--- config.mk ---
export PLATFORM = sky130hd
export DESIGN_NAME = mem_responder_flat
export DESIGN_NICKNAME = d
export VERILOG_FILES = /design/src/rtl/mem_responder_if.sv /design/src/rtl/mem_responder.sv /design/src/flat_wrapper.sv
export SDC_FILE = /design/constraint.sdc
export NUM_CORES = 1
export LEC_CHECK = 0
export CAP_MARGIN = 5
export CORE_UTILIZATION = 55
export CTS_CLUSTER_SIZE = 20
export DETAILED_ROUTE_END_ITERATION = 10
export GPL_TIMING_DRIVEN = 0
export PLACE_DENSITY = 0.78
export SYNTH_ARGS = -nofsm -noshare
export SYNTH_HDL_FRONTEND = slang
export SYNTH_SLANG_ARGS = --single-unit
--- constraint.sdc ---
create_clock -name clk -period 2.1 [get_ports clk]
set_input_delay 0.21 -clock clk [delete_from_list [all_inputs] [get_ports clk]]
set_output_delay 0.21 -clock clk [all_outputs]
set_load 0.05 [all_outputs]
--- src/rtl/mem_responder_if.sv ---
// Request/response bus between the EU access sequencer (master) and the
// memory responder (slave).
//   req_valid / req_ready : request handshake
//   req_we                : 1 = write, 0 = read
//   req_addr / req_wdata  : entry address and write data
//   rsp_valid / rsp_ready : response handshake
//   rsp_rdata             : read data, or echoed write data on a write ack
//   rsp_err               : address error flag
interface mem_responder_if #(
  parameter int DATA_W = 8,
  parameter int ADDR_W = 4
);
  logic              req_valid;
  logic              req_ready;
  logic              req_we;
  logic [ADDR_W-1:0] req_addr;
  logic [DATA_W-1:0] req_wdata;
  logic              rsp_valid;
  logic              rsp_ready;
  logic [DATA_W-1:0] rsp_rdata;
  logic              rsp_err;

  modport master (
    output req_valid, req_we, req_addr, req_wdata, rsp_ready,
    input  req_ready, rsp_valid, rsp_rdata, rsp_err
  );

  modport slave (
    input  req_valid, req_we, req_addr, req_wdata, rsp_ready,
    output req_ready, rsp_valid, rsp_rdata, rsp_err
  );
endinterface

--- src/rtl/mem_responder.sv ---
// Memory-side responder for EU operand/result traffic. Serves one request at
// a time from a DEPTH x DATA_W register array, with WAIT_CYCLES programmable
// wait states between request accept and response.
// Ports:
//   clk  : single clock, rising edge
//   rst  : synchronous, active-high reset (clears FSM and whole array)
//   bus  : mem_responder_if.slave (request/response handshake)
// Optional feature: define MEM_BOUNDS_CHECK_EN to flag addresses >= DEPTH
// on rsp_err (rsp_rdata forced to 0). Without it rsp_err is tied 0.
//
// state  | meaning
// S_IDLE | ready for a request, req_ready=1
// S_WAIT | request latched, down-counting wait states
// S_RESP | response presented, held until rsp_ready
module mem_responder #(
  parameter int DATA_W      = 8,
  parameter int ADDR_W      = 4,
  parameter int DEPTH       = 16,
  parameter int WAIT_CYCLES = 1
) (
  input  logic           clk,
  input  logic           rst,
  mem_responder_if.slave bus
);

  typedef enum logic [1:0] {
    S_IDLE = 2'd0,
    S_WAIT = 2'd1,
    S_RESP = 2'd2
  } state_t;

  localparam logic [3:0]      CNT_INIT = (WAIT_CYCLES > 0) ? 4'(WAIT_CYCLES - 1) : 4'd0;
  localparam logic [ADDR_W:0] DEPTH_L  = (ADDR_W + 1)'(DEPTH);

  state_t            state_q, state_d;
  logic [3:0]        cnt_q, cnt_d;
  logic              lat_we_q, lat_we_d;
  logic [ADDR_W-1:0] lat_addr_q, lat_addr_d;
  logic [DATA_W-1:0] lat_wdata_q, lat_wdata_d;
  logic [DATA_W-1:0] rdata_q, rdata_d;
  logic [DATA_W-1:0] mem_q [DEPTH];
  logic [DATA_W-1:0] mem_d [DEPTH];

  logic              accept;
  logic              access;
  logic              acc_we;
  logic [ADDR_W-1:0] acc_addr;
  logic [DATA_W-1:0] acc_wdata;
  logic              in_range;

  assign accept = bus.req_valid && (state_q == S_IDLE);

  // With zero wait states the access happens on the accept edge itself, so
  // it must use the live request rather than the (not yet loaded) latches.
  assign access = (accept && (WAIT_CYCLES == 0)) ||
                  ((state_q == S_WAIT) && (cnt_q == 4'd0));

  always_comb begin
    acc_we    = lat_we_q;
    acc_addr  = lat_addr_q;
    acc_wdata = lat_wdata_q;
    if (state_q == S_IDLE) begin
      acc_we    = bus.req_we;
      acc_addr  = bus.req_addr;
      acc_wdata = bus.req_wdata;
    end
  end

  assign in_range = ({1'b0, acc_addr} < DEPTH_L);

  // state register
  always_ff @(posedge clk) begin
    if (rst) begin
      state_q <= S_IDLE;
    end else begin
      state_q <= state_d;
    end
  end

  // next-state logic
  always_comb begin
    state_d = state_q;
    case (state_q)
      S_IDLE: if (accept) state_d = (WAIT_CYCLES > 0) ? S_WAIT : S_RESP;
      S_WAIT: if (cnt_q == 4'd0) state_d = S_RESP;
      S_RESP: if (bus.rsp_ready) state_d = S_IDLE;
      default: state_d = S_IDLE;
    endcase
  end

  // output logic
  always_comb begin
    bus.req_ready = (state_q == S_IDLE);
    bus.rsp_valid = (state_q == S_RESP);
    bus.rsp_rdata = rdata_q;
  end

  // datapath next values
  always_comb begin
    cnt_d       = cnt_q;
    lat_we_d    = lat_we_q;
    lat_addr_d  = lat_addr_q;
    lat_wdata_d = lat_wdata_q;
    rdata_d     = rdata_q;
    mem_d       = mem_q;

    if (accept) begin
      lat_we_d    = bus.req_we;
      lat_addr_d  = bus.req_addr;
      lat_wdata_d = bus.req_wdata;
      cnt_d       = CNT_INIT;
    end else if ((state_q == S_WAIT) && (cnt_q != 4'd0)) begin
      cnt_d = cnt_q - 4'd1;
    end

    if (access) begin
      if (in_range) begin
        if (acc_we) begin
          mem_d[acc_addr] = acc_wdata;
          rdata_d         = acc_wdata;
        end else begin
          rdata_d = mem_q[acc_addr];
        end
      end else begin
`ifdef MEM_BOUNDS_CHECK_EN
        rdata_d = '0;
`else
        // silent drop: a write ack still echoes its data, a read returns 0
        rdata_d = acc_we ? acc_wdata : '0;
`endif
      end
    end
  end

  always_ff @(posedge clk) begin
    if (rst) begin
      cnt_q       <= '0;
      lat_we_q    <= 1'b0;
      lat_addr_q  <= '0;
      lat_wdata_q <= '0;
      rdata_q     <= '0;
      for (int i = 0; i < DEPTH; i++) mem_q[i] <= '0;
    end else begin
      cnt_q       <= cnt_d;
      lat_we_q    <= lat_we_d;
      lat_addr_q  <= lat_addr_d;
      lat_wdata_q <= lat_wdata_d;
      rdata_q     <= rdata_d;
      mem_q       <= mem_d;
    end
  end

`ifdef MEM_BOUNDS_CHECK_EN
  logic err_q, err_d;

  // the access result wins when accept and access share a cycle
  always_comb begin
    err_d = err_q;
    if (accept) err_d = 1'b0;
    if (access) err_d = !in_range;
  end

  always_ff @(posedge clk) begin
    if (rst) begin
      err_q <= 1'b0;
    end else begin
      err_q <= err_d;
    end
  end

  assign bus.rsp_err = err_q;
`else
  assign bus.rsp_err = 1'b0;
`endif

endmodule

--- src/flat_wrapper.sv ---
// flat-port wrapper written by rule: the top's interface ports become plain ports
module mem_responder_flat 
#(
  parameter int DATA_W      = 8,
  parameter int ADDR_W      = 4,
  parameter int DEPTH       = 16,
  parameter int WAIT_CYCLES = 1
)
  (clk, rst, bus_req_valid, bus_req_we, bus_req_addr, bus_req_wdata, bus_rsp_ready, bus_req_ready, bus_rsp_valid, bus_rsp_rdata, bus_rsp_err);
  mem_responder_if #(.DATA_W(DATA_W), .ADDR_W(ADDR_W)) bus_i ();
  input  logic clk;
  input  logic rst;
  input wire logic [$bits(bus_i.req_valid)-1:0] bus_req_valid;
  input wire logic [$bits(bus_i.req_we)-1:0] bus_req_we;
  input wire logic [$bits(bus_i.req_addr)-1:0] bus_req_addr;
  input wire logic [$bits(bus_i.req_wdata)-1:0] bus_req_wdata;
  input wire logic [$bits(bus_i.rsp_ready)-1:0] bus_rsp_ready;
  output wire logic [$bits(bus_i.req_ready)-1:0] bus_req_ready;
  output wire logic [$bits(bus_i.rsp_valid)-1:0] bus_rsp_valid;
  output wire logic [$bits(bus_i.rsp_rdata)-1:0] bus_rsp_rdata;
  output wire logic [$bits(bus_i.rsp_err)-1:0] bus_rsp_err;
  assign bus_i.req_valid = bus_req_valid;
  assign bus_i.req_we = bus_req_we;
  assign bus_i.req_addr = bus_req_addr;
  assign bus_i.req_wdata = bus_req_wdata;
  assign bus_i.rsp_ready = bus_rsp_ready;
  assign bus_req_ready = bus_i.req_ready;
  assign bus_rsp_valid = bus_i.rsp_valid;
  assign bus_rsp_rdata = bus_i.rsp_rdata;
  assign bus_rsp_err = bus_i.rsp_err;
  mem_responder #(.DATA_W(DATA_W), .ADDR_W(ADDR_W), .DEPTH(DEPTH), .WAIT_CYCLES(WAIT_CYCLES)) u_core (.clk(clk), .rst(rst), .bus(bus_i));
endmodule
==> metrics.cfg, run 1 <==
[run_status]
status = finished, violations left
violations = negative setup slack

[grt]
gr-usage-met1 = 0.4480
grt-ovfl-total = 0
grt_max_degree = 17
met2_usage = 0.5867
grt_pass1_wl_um = 35700
grt_usage = 0.3674
first_global_vias = 6511
antenna_found_initial = 1
top_usage_layer = met2
use_met3 = 0.09383

[timing]
fin_skew_ns = 0.01354
hold_viol_final = 0
max_slew_margin = 0.3551
worst_pin_slew_ns = 0.9674
worst_hold_slack_ns = 0.3893
setup_viol = 68
min_period_ns = 2.634
rsz0062_at_grt = true
drv_slew = 0
fmax_mhz = 379.6
worst_slack_ns = -0.5341
fin_crit_sh = 1.254

[worst_setup_path]
start_kind = register
cp.required_ns = 2.37
cp.arrival_ns = 2.91
crit_fanout = 8
cp_slowest_stage_delay_ns = 0.58
cp_cell_sequence = buf_6 > buf_4 > nor4b_4 > a31oi_4 > nand2b_4 > nor2b_1 > buf_4 > buf_6 > nor2_2 > a211oi_1
crit_family = simple AND/OR/NAND/NOR gates
path_buf_inv = 4
critPathSlowestCell = a211oi_1
setup.worst_path.class = reg2reg
cp-end-kind = register

[floorplan]
start_util = 0.5746
rows = 40
die_w_um = 115.0
core_um2 = 12210
dieArea_um2 = 13210
ioPinCount = 28
die_h_um = 115.0

[drt]
drcViolationCount = 0
first_pass_iters = 8
viasPerCell = 7.214
wl_um = 31040
ant_nets = 0
vias = 7784
routedWlPerCell_um = 28.77
drt_iter0_markers = 1170

[clock_tree]
clockBufferDepth = 2
htreeDepth = 4
clkSlewWorstSetupHoldPaths_ns = 0.07
clock-root-buffer = clkbuf_16
clk_latency_ns = 0.45
clock_sinks = 155
numCtsBuffers = 17
cts_hold_buf = 0
cts_tree = yes

[final_layout]
nets = 916
drive_gt1_frac = 0.3985
syn_to_final_growth_pct = 42.28
diodes = 0

[synthesis]
yosys.area.top_type_share = 0.4422
ys_seq_area_frac = 0.4422
synth_xor_area_frac = 0.003745
ys_ff_latch = 155
yosys-mux-area-fraction = 0.01373
synth_edf_count = 0
synthAdderAreaFrac = 0.001783
synth_top_family_by_area = compound AO/OA/AOI/OAI gates
post_synth_num_cell_types = 44
async_flop_share = 0
synth_warnings = 0
syn_area_um2 = 7017
syn-num-nets = 767
yosys.area_share.simple = 0.1444
synthTopCellsByArea = dfxtp_1 44%, a211oi_1 12%, nor2_1 7.2%
synthCells = 749
yosysTopAreaCell = dfxtp_1
synth_compound_area_frac = 0.3103
ys.flop_type = dfxtp_1
syn_avg_cell_area_um2 = 9.368

[pwr]
p_per_area_nw_per_um2 = 746.5
power_leakage_uw = 0.003304
power_uw = 7453
vdd_drop_max_v = 0.0006595

[placement]
port_buffers = 25
gp_congestion = 0.8906
dp.final_hpwl_um = 13810

[min_path]
hold_class = in2reg

[flow_run]
maxCapViolations = 0

## routing by layer
layer / up-vias / routed length [um]
li1: 3046 / -
met1: 3615 / 10440
met2: 808 / 13560
met3: 313 / 4077
met4: 2 / 2947
met5: - / 13
## sequential cells by signal, summed over array words and instances, names as in the netlist
register              cells
u_core.lat_wdata_q        8
u_core.lat_addr_q         4
u_core.cnt_q              4
u_core.lat_we_q           1
u_core.mem_q            128
u_core.state_q            2
u_core.bus.rsp_rdata      8
## logic make-up (layout without fill, tap and decap cells)
group | after synthesis | after routing
AO/OA/AOI/OAI | 274 | 275
XOR/XNOR | 3 | 3
adder cells (fa/ha/maj) | 1 | 1
buffers and inverters | 84 | 245
flip-flops | 155 | 155
multiplexers | 8 | 8
other | 1 | 1
AND/OR/NAND/NOR | 223 | 223
## worst paths after layout
check	start	slack [ns]	to	depth (start not counted)
max	u_core.state_q[1]$_SDFFE_PP0P_	-0.53	u_core.mem_q[35]$_SDFFE_PP0P_	10
min	bus_req_we	0.39	u_core.lat_we_q$_SDFFE_PP0P_	3
max reg2reg	u_core.state_q[1]$_SDFFE_PP0P_	-0.53	u_core.mem_q[35]$_SDFFE_PP0P_	10
min reg2reg	u_core.lat_wdata_q[2]$_SDFFE_PP0P_	0.50	u_core.lat_wdata_q[2]$_SDFFE_PP0P_	2
## synth_stat cells, types with 2 or more instances
library cell	number
a31oi_4	4
nor4b_2	2
nand2_1	40
a211oi_2	32
mux2i_1	6
o21ai_0	5
or4b_4	2
buf_6	23
o21ai_4	2
inv_1	4
nor3_1	11
xnor2_1	2
nor2b_1	18
dfxtp_1	155
a21oi_1	50
nand2b_1	7
a211o_1	2
buf_2	15
a22oi_1	63
a211oi_1	110
buf_4	20
nor2_1	134
clkbuf_1	21
## where the power goes
part,switching [uW],internal (uW),total (uW),leakage [uW]
Combinational,737,440,1180,0.00176
Sequential,41.1,2970,3010,0.00125
Clock,1310,1950,3260,0.000287
Total,2090,5370,7450,0.00330
## area by class of cell
type | count | area, um2
Clock inverter | 11 | 142.6
Tap cell | 168 | 210.2
Multi-Input combinational cell | 511 | 3963
Inverter | 5 | 33.78
Buffer | 78 | 718.2
Sequential cell | 155 | 3110
Timing Repair Buffer | 130 | 1335
Fill cell | 551 | 2228
Clock buffer | 21 | 470.5
## tightest hold or removal path: stages
cell and delay, ns:
clkdlybuf4s50_1 0.44, nand2_1 0.08, a21oi_1 0.06
## cell usage in the layout, fill, tap and decap left out, types with 23 or more instances in the layout
master / netlist / routed
nor2_1: 134 / 121
dfxtp_1: 155 / 151
a22oi_1: 63 / 51
buf_6: 23 / 44
buf_4: 20 / 79
a211oi_2: 32 / 58
clkbuf_16: 0 / 26
a21oi_2: 1 / 26
a211oi_1: 110 / 84
nand2_1: 40 / 40
clkdlybuf4s50_1: 0 / 23
a21oi_1: 50 / 25
## through the flow
stage	area [um2]	worst slack, ns	utilization	setup TNS, ns	instances
after floorplan	7017	0.02663	-	0	749
after global placement	7477	-0.6851	0.6123	-43.14	942
after detailed placement	7477	-0.7035	0.6123	-50.08	942
after CTS	8847	-0.04963	0.7245	-0.2229	1022
after global routing	9983	-0.5071	0.8175	-8.791	1079
final	9983	-0.5341	0.8175	-4.774	1079
## what timing repair did
action / CTS / global route
pin swaps: 37 / 81
buffers inserted: 41 / 50
hold endpoints to repair: 0 / 0
resized for setup: 89 / 147
cloned: 8 / 10
endpoints found under the setup margin: 130 / 139
Power figures use the tool's default switching activity.
==> run 2, diff against run 1 <==
- GPL_ROUTABILITY_DRIVEN: default -> 0
==> metrics.cfg, run 2 (same netlist as run 1, synthesis figures left out) <==
[run_status]
status = finished, violations left
violations = negative setup slack

[worst_setup_path]
rrSetupSlack_ns = -0.37  ; +0.16 ns
crit_fanout = 10  ; +2
cp-end-kind = register
setup.worst_path.class = reg2reg
r2r-end = u_core.bus.rsp_rdata[5]$_SDFFE_PP0P_
r2r_start = u_core.state_q[0]$_SDFFE_PP0P_
reg2reg_depth = 8  ; -2
start_kind = register
cp.arrival_ns = 2.79  ; -0.12 ns
cp.required_ns = 2.42  ; +0.05 ns
crit_path_start = u_core.state_q[0]$_SDFFE_PP0P_

[grt]
top_usage_layer = met2
first_global_vias = 6695  ; +2.8%
grt_usage = 0.3639  ; -0.003560
grt_pass1_wl_um = 35850  ; +0.41%
met2_usage = 0.5735  ; -0.01325
use_met3 = 0.09278  ; -0.001054
gr-usage-met1 = 0.4315  ; -0.01649
grt-ovfl-total = 0  ; unchanged
grt_max_degree = 17  ; unchanged
antenna_found_initial = 0  ; -1

[min_path]
hp-start = rst
whs_path_depth = 2  ; -1
min_to = u_core.bus.rsp_rdata[0]$_SDFFE_PP0P_
hold_class = in2reg

[floorplan]
core_um2 = 12210  ; unchanged
ioPinCount = 28  ; unchanged
dieArea_um2 = 13210  ; unchanged
rows = 40  ; unchanged
start_util = 0.5746  ; unchanged
die_h_um = 115.0  ; unchanged
die_w_um = 115.0  ; unchanged

[final_layout]
largest_register_ffs = 128  ; unchanged
layout_common_cells = 151 x dfxtp_1, 113 x nor2_1, 78 x a211oi_1, 66 x buf_4, 64 x a211oi_2
syn_to_final_growth_pct = 38.12
largest-register = u_core.mem_q
drive_gt1_frac = 0.3764  ; -0.02205
diodes = 0  ; unchanged
final_common_cell = dfxtp_1
fin_area_um2 = 9692  ; -2.9%
nets = 888  ; -3.1%

[clock_tree]
clk_latency_ns = 0.45  ; about the same
cts_hold_buf = 0  ; unchanged
htreeDepth = 4  ; unchanged
clockBufferDepth = 2  ; unchanged
numCtsBuffers = 17  ; unchanged
clock_sinks = 155  ; unchanged
clkSlewWorstSetupHoldPaths_ns = 0.07  ; about the same
clock-root-buffer = clkbuf_16
cts_tree = yes

[timing]
worst_slack_ns = -0.3692  ; +0.1649 ns
min_period_ns = 2.469  ; -0.1649 ns
max_slew_margin = 0.3071  ; -0.04795
setup_viol = 94  ; +38%
fin_skew_ns = 0.01198  ; -0.001562 ns
fin_crit_sh = 1.176  ; -0.07853
drv_slew = 0  ; unchanged
hold_viol_final = 0  ; unchanged
worst_pin_slew_ns = 1.039  ; +0.07192 ns
worst_hold_slack_ns = 0.3862  ; -0.003099 ns
rsz0062_at_grt = true
fmax_mhz = 405.0  ; +6.7%

[placement]
port_buffers = 25  ; unchanged
dpl_cell_area_um2 = 7477  ; unchanged
dp.final_hpwl_um = 13900  ; +0.67%

[drt]
drt_iter0_markers = 1018  ; -13%
wl_um = 29210  ; -5.9%
vias = 7525  ; -3.3%
ant_nets = 0  ; unchanged
viasPerCell = 7.167  ; -0.66%
routedWlPerCell_um = 27.82  ; -3.3%
drcViolationCount = 0  ; unchanged
first_pass_iters = 9  ; +1

[pwr]
power_leakage_uw = 0.003148  ; -4.7%
p_per_area_nw_per_um2 = 762.5  ; +2.1%
vdd_drop_max_v = 0.0006676  ; +1.2%

[flow_run]
maxCapViolations = 0  ; unchanged

## run 2: metrics by stage
step	total power, uW	setup slack [ns]	utilization	instances	setup TNS (ns)
floorplan	3540	0.02663	-	749	0
global placement	3772	-0.6529	0.6123	942	-45.60
detailed placement	3791	-0.7300	0.6123	942	-52.08
CTS	7107	-0.09829	0.7300	1020	-1.196
global route	7448	-0.3694	0.7936	1050	-13.04
finish	7390	-0.3692	0.7936	1050	-8.194
## run 2: worst max path at each step
stage                                           endpoint  slack (ns)
floorplan                 u_core.mem_q[114]$_SDFFE_PP0P_        0.03
global placement           u_core.mem_q[58]$_SDFFE_PP0P_       -0.65
detailed placement         u_core.mem_q[50]$_SDFFE_PP0P_       -0.73
CTS                 u_core.bus.rsp_rdata[3]$_SDFFE_PP0P_        -0.1
global route        u_core.bus.rsp_rdata[5]$_SDFFE_PP0P_       -0.37
finish              u_core.bus.rsp_rdata[5]$_SDFFE_PP0P_       -0.37
## run 2: critical path, cell delays in order (launching register included)
cell and delay (ns):
dfxtp_2 0.34, buf_6 0.14, o211ai_1 0.35, o21ai_4 0.23, buf_4 0.26, a22oi_1 0.48, a21oi_1 0.17, a211oi_1 0.28
a21oi_1 0.11
## run 2: layer usage
| layer | up-vias | part of all wire |
|---|---|---|
| li1 | 2980 | - |
| met5 | - | 0 |
| met1 | 3577 | 0.34 |
| met2 | 715 | 0.45 |
| met3 | 253 | 0.13 |
| met4 | 0 | 0.082 |
## run 2: timing repair
item                       4_1_cts  5_1_grt
pin swaps                       49       43
cloned                           5        5
setup buffers                   43       28
setup endpoints to repair      130      146
resized for setup               98      110
## run 2: cell type report
type / instances / area [um2]
Tap cell: 168 / 210.2
Multi-Input combinational cell: 510 / 3918
Buffer: 76 / 683.2
Sequential cell: 155 / 3108
Timing Repair Buffer: 105 / 1144
Clock buffer: 25 / 495.5
Fill cell: 615 / 2520
Clock inverter: 6 / 110.1
Inverter: 5 / 23.77
## run 2: report_power, final
group	total [uW]	switching, uW	internal, uW	leakage [uW]
sequential	3010	40.5	2970	0.00125
clock	3270	1280	1990	0.000290
combinational	1110	708	401	0.00161
total	7390	2030	5360	0.00315
